===== config.mk =====
export PLATFORM = sky130hd
export DESIGN_NAME = fifo_wr_arb
export DESIGN_NICKNAME = d
export VERILOG_FILES = /design/src/rtl/fifo_wr_arb.sv
export SDC_FILE = /design/constraint.sdc
export NUM_CORES = 1
export LEC_CHECK = 0
export ABC_AREA = 0
export CORE_MARGIN = 8
export CORE_UTILIZATION = 37
export CTS_CLUSTER_SIZE = 30
export DETAILED_ROUTE_END_ITERATION = 10
export PLACE_DENSITY = 0.77
export SLEW_MARGIN = 20
export SYNTH_ARGS = -nofsm -noshare
export SYNTH_HDL_FRONTEND = slang
export SYNTH_SLANG_ARGS = --single-unit

===== constraint.sdc =====
create_clock -name wclk -period 2.35 [get_ports wclk]
set_clock_uncertainty 0.05 [all_clocks]
set_input_delay 0.235 -clock wclk [delete_from_list [all_inputs] [get_ports wclk]]
set_output_delay 0.235 -clock wclk [all_outputs]
set_load 0.005 [all_outputs]

===== src/rtl/fifo_wr_arb.sv =====
// fifo_wr_arb: round-robin, bounded-burst arbiter sharing one FIFO write port among NREQ requesters
module fifo_wr_arb #(
    parameter int NREQ  = 4,
    parameter int DSIZE = 8,
    parameter int BURST = 4,
    parameter int CNTW  = 4
) (
    input  logic                    wclk,
    input  logic                    wrst_n,
    input  logic [NREQ-1:0]         req,
    input  logic [NREQ*DSIZE-1:0]   req_data,
    input  logic [NREQ-1:0]         req_last,
    input  logic                    wfull,
    output logic                    winc,
    output logic [DSIZE-1:0]        wdata,
    output logic [NREQ-1:0]         gnt,
    output logic [NREQ-1:0]         ack,
    output logic                    busy
);
    localparam int IW = (NREQ > 2) ? $clog2(NREQ) : 1;

    typedef enum logic {IDLE, GRANT} state_t;

    state_t          state_q, state_d;
    logic [NREQ-1:0] gnt_q, gnt_d;
    logic [IW-1:0]   own_q, own_d, rr_q, rr_d, sel, idx;
    logic [CNTW-1:0] cnt_q, cnt_d;
    logic            busy_q, busy_d, found, rel, go, drop;

    // first requester at or after rr_q, wrapping modulo NREQ
    always_comb begin
        sel   = '0;
        idx   = '0;
        found = 1'b0;
        for (int k = 0; k < NREQ; k++) begin
            idx = IW'((int'(rr_q) + k) % NREQ);
            if (!found && req[idx]) begin
                found = 1'b1;
                sel   = idx;
            end
        end
    end

    assign winc  = (state_q == GRANT) & req[own_q] & ~wfull;
    assign wdata = (state_q == GRANT) ? req_data[int'(own_q)*DSIZE +: DSIZE] : '0;
    assign ack   = gnt_q & {NREQ{winc}};
    assign gnt   = gnt_q;
    assign busy  = busy_q;
    assign rel   = (winc & (req_last[own_q] | (cnt_q == CNTW'(BURST-1)))) | ~req[own_q];

    always_comb begin
        go      = (state_q == IDLE) & found;
        drop    = (state_q == GRANT) & rel;
        state_d = go ? GRANT : drop ? IDLE : state_q;
        gnt_d   = go ? (NREQ'(1) << sel) : drop ? '0 : gnt_q;
        own_d   = go ? sel : own_q;
        rr_d    = drop ? ((own_q == IW'(NREQ-1)) ? '0 : own_q + 1'b1) : rr_q;
        cnt_d   = (go | drop) ? '0 : winc ? cnt_q + 1'b1 : cnt_q;
        busy_d  = go ? 1'b1 : drop ? 1'b0 : busy_q;
    end

    always_ff @(posedge wclk or negedge wrst_n) begin
        if (!wrst_n) begin
            state_q <= IDLE;
            gnt_q   <= '0;
            own_q   <= '0;
            rr_q    <= '0;
            cnt_q   <= '0;
            busy_q  <= 1'b0;
        end else begin
            state_q <= state_d;
            gnt_q   <= gnt_d;
            own_q   <= own_d;
            rr_q    <= rr_d;
            cnt_q   <= cnt_d;
            busy_q  <= busy_d;
        end
    end
endmodule


======== After elaboration in Yosys (flattened, before gate mapping) ========
Cells that the tools add are included.
word-level totals
  flip-flop bits (word level) ............. 13
  input port bits ......................... 43
  output and inout bits ................... 18
operators by class
  add/subtract/negate cells ............... 5
  $lt $le $gt $ge ......................... 5
  eq/ne operators ......................... 2
  shift-type cells ........................ 2
  multiplexer cells ....................... 28
  bitwise logic cells ..................... 12
  reductions and logical operators ........ 8
operators with widths
  operator               count
  $shiftx A32 B6 Y8      1
  $mux W4                4
  $lt A2 B3 Y1 const B   5
  $bmux W1 S2            6
  $mux W1                12
  $mux W2                5
  $mux W8                1
  $and A1 B1 Y1          5
  $add A2 B1 Y2 const B  2
  $add A2 B2 Y2 const B  2
  $add A4 B1 Y4 const B  1
  $and A4 B4 Y4          1
  $eq A4 B2 Y1 const B   1
  $reduce_bool A2 Y1     2
  $shl A1 B2 Y4 const A  1
  $logic_and A1 B1 Y1    3
  $logic_not A1 Y1       3
  $not A1 Y1             3
  $or A1 B1 Y1           3
  $eq A2 B2 Y1 const B   1

======== Logic depth before layout (Yosys ltp) ========
Gate-level depths: netlist of run 1.
  depth in word-level cells ............... 15
  mapped depth ............................ 5
  depth with buffers taken out ............ 5

======== Least setup slack after synthesis of run 1 ========
No wires, ideal clock.
  path type ............................... reg-to-reg
  from .................................... register own_q[0]
  to ...................................... register rr_q[0]
  setup time .............................. 125 ps
  arrival ................................. 1599 ps
  slack ................................... 576 ps
  cell stages (with the launch flop) ...... 5
  cell sequence ........................... dfrtp_1 mux4_2 o31a_4 a21bo_4 mux2_4
on the way
  longest elaborated chain between the ends .. 7
RTL lines
  item                           line    text
  from (decl)                    26      logic [IW-1:0] own_q, own_d, rr_q, rr_d, sel, idx;
  from (signal assigned)         73      own_q <= own_d;
  $bmux W1 S2                    44, 49
  $mux W1 (implied by the code)  44, 49
  $and A1 B1 Y1 (2 in series)    44      assign winc = (state_q == GRANT) & req[own_q] & ~wfull;
  $and A1 B1 Y1                  49      assign rel = (winc & (req_last[own_q] | (cnt_q == CNTW'(BURST-1)))) | ~req[own_q];
  $or A1 B1 Y1                   49
  $and A1 B1 Y1                  53      drop = (state_q == GRANT) & rel;
  to (signal assigned)           74      rr_q <= rr_d;
  to (decl)                      26
Parallel ways exist; a longest one is shown, timed or not. The select of a mux whose other input is x is not followed.
A chain may end at the register's enable or synchronous reset.

======== Worst setup path in the final report of run 1 ========
  from .................................... register own_q[0]
  to ...................................... output port wdata[5]
on the way
  longest elaborated chain between the ends .. 2
RTL lines
  item               line  text
  $shiftx A32 B6 Y8  45    assign wdata = (state_q == GRANT) ? req_data[int'(own_q)*DSIZE +: DSIZE] : '0;
  $mux W8            45
  to (decl)          15    output logic [DSIZE-1:0] wdata,
Every way passes these cells.

==> flow_summary.ini, run 1 <==
[detailed_routing]
vias_per_cell = 5.45
wl_per_cell_um = 17.2
firstDrtPassIters = 4
wl_um = 3290
drc = 0
ant_nets = 0
vias = 1041
drtIter0Drc = 29

[die]
die-area_um2 = 4690
io_pins = 61
core_area_um2 = 2690
initial_core_util_pct = 38.0
std_cell_rows = 19
die_y_um = 68.5
die_w_um = 68.5

[flow_run]
drv_cap = 0

[critical_path]
worst_ep_arrival_time_ns = 1.97
crit_fanout = 6
start_kind = flip-flop
cp_top_family = buffers and inverters
cp_slowest_cell = mux4_2
endpoint_kind = primary output
critPathKind = flip-flop to primary output
cp_slowest_stage_delay_ns = 0.50
worstPathRequired_ns = 2.07
worstPathCellList = buf_6 -> mux4_2 -> and2_1 -> clkdlybuf4s50_1
rrSetupSlack_ns = 0.38
crit_buf_inv = 2

[cts]
clk_pin_slew_ns = 0.08
postCtsHoldBufs = 0
cts_root_buf = clkbuf_4
cts_tree = built
cts_sinks = 13
numCtsBuffers = 3
insertion_delay_ns = 0.27
clk_path_buf_depth = 2
htree_levels = 1

[logic_synthesis]
yosysUniqueCellTypes = 33
synth_edf_count = 0
synthTopCellsByArea = dfrtp_1, mux4_2, and2_1
ys.flop_type = dfrtp_1
yosys_warnings = 0
netlist_area_um2 = 1020
syn-mean-instance-area_um2 = 11.1
syn_nets = 137
yosysTopAreaCell = dfrtp_1
synth_top_area_share_pct = 31.9
ys_ff_latch = 13
syn-instance-count = 92
async_reset_ff_share_pct = 100
ys_seq_area_share_pct = 31.9

[global_route]
grt_max_degree = 16
grt_usage_pct = 14.1
antenna_found_initial = 0
grt_pass1_wl_um = 5060
overflow = 0
first_global_vias = 1108

[final_layout]
area_delta_synth_final_pct = 70.4
stdcell_count = 191
diodes = 0
nets = 206
final_common_cell = clkdlybuf4s50_1
drive_above_1_share_pct = 17.5
layout_common_cells = clkdlybuf4s50_1, dfrtp_1, mux4_2, and2_1, nor2_1
final_core_util_pct = 64.7
fin_area_um2 = 1740
fillers = 225

[placed_design]
finalWeightedCongestion = 0.816
dpl_cell_area_um2 = 1690
io_buffers = 60
placed_cells = 186
pre_cts_ws_ns = 0.0938
dpl.hpwl_um = 2710

[sta]
drv_slew = 0
worst_slack_ns = 0.0949
slew-limit-headroom_pct = 60.0
fin_crit_sh_pct = 96.0
period_needed_ns = 2.26
max_slew.worst_pin.slew_ns = 0.598
hold_viol_final = 0
setup_violations = 0
tns_ns = 0
max_freq_ghz = 0.443
holdWs_ns = 0.284

[pwr]
ir_drop_v = 0.000680
total_power_mw = 1.69
pwr_density_cell_nw_per_um2 = 973
leakage_nw = 0.724

[min_path]
hp-class = input port to async pin

[outcome]
outcome = finished, final reports clean
worst paths after layout:
kind	startpoint	end	depth (start not counted)
worst max-delay path	own_q[0]$_DFFE_PN0P_	wdata[5]	4
worst min register to register	gnt[3]$_DFFE_PN0P_	gnt[3]$_DFFE_PN0P_	1
worst max register to register	own_q[0]$_DFFE_PN0P_	rr_q[1]$_DFFE_PN0P_	5
worst min-delay path	wrst_n	gnt[0]$_DFFE_PN0P_	1
max in group asynchronous	wrst_n	own_q[1]$_DFFE_PN0P_	1
min in group wclk	gnt[3]$_DFFE_PN0P_	gnt[3]$_DFFE_PN0P_	1
area by class of cell:
cell class,instances,area [um2],area share [%]
timing repair buffer,68,668,38.4
multi-input combinational,71,662,38.1
sequential,13,328,18.9
tap,31,38.8,2.23
clock buffer,4,26.3,1.51
inverter,4,15.0,0.864
registers in the layout, summed over array words and instances, names as in the netlist:
name / flops
own_q: 2
cnt_q: 4
state_q: 1
rr_q: 2
gnt: 4
synthesized netlist by cell type (all sizes together), types with 2 or more instances:
cell / count
dfrtp: 13
and2: 9
mux4: 9
nor2: 8
and3: 5
inv: 4
a21oi: 3
mux2: 3
mux2i: 3
nor2b: 3
a21o: 2
a32o: 2
buf: 2
clkbuf: 2
ha: 2
nand2b: 2
nand3: 2
o21ai: 2
o2bb2ai: 2
xor2: 2
worst register-to-register path: stages, from the launching register on:
cell	delay [ns]
dfrtp_2	0.42
mux4_2	0.58
buf_4	0.18
o31a_4	0.11
a21bo_4	0.24
mux2_4	0.29
what timing repair did:
action,CTS,global route
setup endpoints to repair,0,12
buffers inserted,0,1
resized for setup,0,4
power breakdown:
group	switching, mW	internal (mW)	leakage, nW
Combinational	0.416	0.727	0.543
Sequential	0.103	0.308	0.166
Clock	0.0704	0.0657	0.0150
Total	0.590	1.10	0.724
logic make-up (layout without fill, tap and decap cells):
family	count (synthesis)	count (layout)	synth area share (%)
fa+ha+maj	2	2	2.45
compound gates	19	19	15.6
simple gates	32	32	17.4
xor+xnor	3	3	2.58
mux	15	15	26.9
buf+inv	8	76	3.19
flops	13	13	31.9
layer usage:
| layer | vias to the layer above | track usage [%] | part of all wire [%] |
|---|---|---|---|
| met5 | - | 0 | 0 |
| met4 | 0 | 4.60 | 0.67 |
| met3 | 2 | 6.95 | 14 |
| met2 | 61 | 22.3 | 44 |
| met1 | 486 | 16.4 | 42 |
| li1 | 492 | - | - |
Note: power is estimated with default switching activity, not from simulation.
==> inputs of run 2 (changes only) <==
==> constraint.sdc (replaced) <==
create_clock -name wclk -period 2.35 [get_ports wclk]
set_clock_uncertainty 0.05 [all_clocks]
set_input_delay 0.235 -clock wclk [delete_from_list [all_inputs] [get_ports wclk]]
set_output_delay 0.235 -clock wclk [all_outputs]
set_load 0.02 [all_outputs]
==> flow_summary.ini, run 2 (synthesis results as in run 1) <==
[critical_path]
worstPathCellList = buf_12 -> mux4_2 -> and2_1 -> dlygate4sd2_1
cp_slowest_cell = mux4_2
critical_path.endpoint = wdata[2]
critPathKind = flip-flop to primary output
reg2reg_depth = 5
startpoint = own_q[0]$_DFFE_PN0P_
cp_slowest_stage_delay_ns = 0.50
rrSetupSlack_ns = 0.33
start_kind = flip-flop
worst_ep_arrival_time_ns = 1.88
crit_fanout = 9
reg2reg_from = own_q[0]$_DFFE_PN0P_
worstPathRequired_ns = 2.07
regToRegEndpoint = rr_q[0]$_DFFE_PN0P_
endpoint_kind = primary output

[cts]
cts_tree = built
insertion_delay_ns = 0.28
cts_root_buf = clkbuf_4
clk_pin_slew_ns = 0.07
cts_sinks = 13
clk_path_buf_depth = 2
htree_levels = 1
numCtsBuffers = 3

[flow_run]
drv_cap = 0

[placed_design]
dpl.hpwl_um = 2790
pre_cts_ws_ns = 0.111
io_buffers = 60
finalWeightedCongestion = 0.826

[detailed_routing]
drc = 0
wl_um = 3280
drtIter0Drc = 48
vias = 1055
wl_per_cell_um = 17.0
vias_per_cell = 5.47
ant_nets = 0
firstDrtPassIters = 4

[global_route]
grt_max_degree = 16
first_global_vias = 1104
grt_pass1_wl_um = 5120
overflow = 0
grt_usage_pct = 14.4
antenna_found_initial = 0

[sta]
setup_violations = 0
holdWs_ns = 0.265
hold_viol_final = 0
drv_slew = 0
period_needed_ns = 2.17
rsz0062_at_grt = false
worst_slack_ns = 0.183
slew-limit-headroom_pct = 62.0
max_slew.worst_pin.slew_ns = 0.569
fin_crit_sh_pct = 92.2
max_freq_ghz = 0.462
tns_ns = 0

[final_layout]
fillers = 205
diodes = 0
area_delta_synth_final_pct = 72.1
nets = 208
final_common_cell = clkdlybuf4s50_1
drive_above_1_share_pct = 17.9
layout_common_cells = clkdlybuf4s50_1, dfrtp_1

[pwr]
total_power_mw = 1.79
intPower_mw = 1.05
ir_drop_v = 0.000771
power.share.clock_pct = 7.7
switching_share_pct = 41.3
p_sw_mw = 0.738
pwr_density_cell_nw_per_um2 = 1020
pwr-share-comb_pct = 69.1
seq_power_share_pct = 23.2
leakage_nw = 0.835

[die]
core_area_um2 = 2690
die_y_um = 68.5
die-area_um2 = 4690
io_pins = 61
die_w_um = 68.5
std_cell_rows = 19
initial_core_util_pct = 38.0

[min_path]
hp-class = input port to async pin

[outcome]
outcome = finished, final reports clean
-- run 2: per-layer routing --
metal / wire, um / track usage (%) / vias to the layer above
met4: 34 / 4.60 / 0
met3: 498 / 5.98 / 4
met5: 0 / 0 / -
met2: 1400 / 24.7 / 62
li1: - / - / 491
met1: 1350 / 15.7 / 498
-- run 2: critical path, delay by kind of cell, from the launching register on --
family | cells | cell delay [ns]
and+or+nand+nor | 1 | 0.17
DFF | 1 | 0.45
buffers and inverters | 2 | 0.48
muxes | 1 | 0.50
-- run 2: what timing repair did --
action / 4_1_cts / 5_1_grt
hold endpoints to repair: 0 / 0
resized for setup: 10 / 4
setup endpoints to repair: 13 / 4
hold buffers: 0 / 0
buffers inserted: 0 / 0
-- run 2: worst min path at each step --
| stage | slack (ns) | to | startpoint |
|---|---|---|---|
| CTS | 0.29 | cnt_q[2]$_DFFE_PN0P_ | wrst_n |
| finish | 0.27 | gnt[3]$_DFFE_PN0P_ | wrst_n |
| global placement | 0.46 | gnt[2]$_DFFE_PN0P_ | gnt[2]$_DFFE_PN0P_ |
| global route | 0.32 | cnt_q[0]$_DFFE_PN0P_ | wrst_n |
| detailed placement | 0.45 | gnt[2]$_DFFE_PN0P_ | gnt[2]$_DFFE_PN0P_ |
| floorplan | -0.11 | cnt_q[0]$_DFFE_PN0P_ | wrst_n |
-- run 2: power by group through the flow --
stage	combinational (mW)	sequential, mW	clock (mW)
global placement	1.28	0.412	0
detailed placement	1.30	0.416	0
CTS	1.25	0.415	0.137
global route	1.33	0.435	0.153
finish	1.24	0.415	0.138
floorplan	0.748	0.427	0
-- run 2: final cells by class --
cell class	count	area, um2	share of cell area, %
Timing Repair Buffer	70	687	39.1
Sequential cell	13	327	18.6
Clock buffer	4	26.3	1.50
Tap cell	31	38.8	2.21
Inverter	4	15.0	0.855
Multi-Input combinational cell	71	662	37.7
-- run 2: stage by stage --
stage	area [um2]	util, %	instances
floorplan	1020	-	92
global placement	1730	64.4	189
detailed placement	1730	64.4	189
CTS	1750	65.0	193
global route	1760	65.3	193
finish	1760	65.3	193
==> inputs of run 3 (changes only) <==
--- a/config.mk
+++ b/config.mk
@@ -8,6 +8,7 @@
 export ABC_AREA = 0
 export CORE_MARGIN = 8
 export CORE_UTILIZATION = 37
+export CTS_BUF_LIST = sky130_fd_sc_hd__clkbuf_16
 export CTS_CLUSTER_SIZE = 30
 export DETAILED_ROUTE_END_ITERATION = 10
 export PLACE_DENSITY = 0.77
==> flow_summary.ini, run 3 (synthesis results as in run 1) <==
[outcome]
outcome = finished, final reports clean

[global_route]
grt_pass1_wl_um = 5210
first_global_vias = 1136
grt_usage_pct = 14.7
overflow = 0
antenna_found_initial = 0
grt_max_degree = 16

[critical_path]
critPathKind = flip-flop to primary output
start_kind = flip-flop
endpoint_kind = primary output
crit_fanout = 6
startpoint = own_q[0]$_DFFE_PN0P_
worst_ep_arrival_time_ns = 2.01
worstPathRequired_ns = 2.07
reg2reg_from = own_q[0]$_DFFE_PN0P_

[pwr]
total_power_mw = 2.02
pwr_density_cell_nw_per_um2 = 1100
leakage_nw = 0.876
ir_drop_v = 0.000887

[final_layout]
nets = 208
layout_common_cells = clkdlybuf4s50_1, dfrtp_1, mux4_2, and2_1, buf_4
fin_area_um2 = 1830
diodes = 0
register_area_um2 = 327
drive_above_1_share_pct = 17.9
area_delta_synth_final_pct = 79.3
fillers = 191
final_core_util_pct = 68.0
final_common_cell = clkdlybuf4s50_1
multi_input_area_um2 = 662

[cts]
htree_levels = 1
cts_root_buf = clkbuf_16
numCtsBuffers = 3
cts_tree = built
insertion_delay_ns = 0.24
clk_path_buf_depth = 2
cts_sinks = 13
clk_pin_slew_ns = 0.04

[placed_design]
dpl_cell_area_um2 = 1730
io_buffers = 60
dpl.hpwl_um = 2790
finalWeightedCongestion = 0.826

[die]
die_y_um = 68.5
initial_core_util_pct = 38.0
die_w_um = 68.5
core_area_um2 = 2690
die-area_um2 = 4690
std_cell_rows = 19
io_pins = 61

[sta]
slew-limit-headroom_pct = 61.7
setup_violations = 0
max_slew.worst_pin.slew_ns = 0.573
max_freq_ghz = 0.436
tns_ns = 0
period_needed_ns = 2.29
fin_crit_sh_pct = 97.5
drv_slew = 0
rsz0062_at_grt = false
hold_viol_final = 0

[detailed_routing]
wl_um = 3400
vias = 1044
wl_per_cell_um = 17.6
drtIter0Drc = 29
ant_nets = 0
drc = 0
firstDrtPassIters = 6
vias_per_cell = 5.41

[flow_run]
drv_cap = 0

[min_path]
hp-class = input port to async pin
run 3: critical path, stage by stage (launching register included):
cell	delay [ns]
dfrtp_2	0.44
mux4_2	0.58
and2_1	0.21
clkdlybuf4s50_1	0.54
run 3: path summary, 6_finish.rpt:
check / depth (start not counted) / slack (ns) / end
worst max-delay path: 3 / 0.06 / winc
worst min-delay path: 1 / 0.31 / gnt[3]$_DFFE_PN0P_
worst max register to register: 5 / 0.33 / rr_q[0]$_DFFE_PN0P_
worst min register to register: 1 / 0.46 / gnt[2]$_DFFE_PN0P_
max in group asynchronous: 1 / 1.53 / own_q[0]$_DFFE_PN0P_
min in group wclk: 1 / 0.46 / gnt[2]$_DFFE_PN0P_
run 3: layer usage:
layer	GRT usage, %	part of all wire [%]	up-vias
met3	6.46	15	5
met1	15.5	41	485
met2	26.0	43	62
met5	0	0	-
li1	-	-	492
met4	4.09	0.79	0
run 3: metrics by stage:
stage,hold slack [ns],setup WS (ns),std cells
finish,0.314,0.0582,193
global route,0.372,0.00571,193
CTS,0.337,0.0171,193
detailed placement,0.450,0.111,189
global placement,0.458,0.147,189
floorplan,-0.111,0.576,92
run 3: where the power goes:
| group | internal (mW) | switching, mW | total, mW |
|---|---|---|---|
| combinational | 0.717 | 0.566 | 1.28 |
| sequential | 0.307 | 0.111 | 0.418 |
| clock | 0.224 | 0.0920 | 0.316 |
| total | 1.25 | 0.768 | 2.02 |
run 3: final cells by class:
| cell class | instances | share of cell area (%) |
|---|---|---|
| repair buffers | 70 | 38.7 |
| clock inverters | 1 | 0.205 |
| multi-input cells | 71 | 36.2 |
| inverters | 4 | 0.821 |
| flip-flops and latches | 13 | 17.9 |
| well taps | 31 | 2.12 |
| clock buffers | 3 | 4.11 |
run 3: timing repair:
item / in CTS / in global routing
endpoints found under the hold margin: 0 / 0
endpoints found under the setup margin: 13 / 8
hold buffers: 0 / 0
pin swaps: 0 / 0
resized for setup: 2 / 8
setup buffers: 0 / 0
gates cloned: 0 / 0
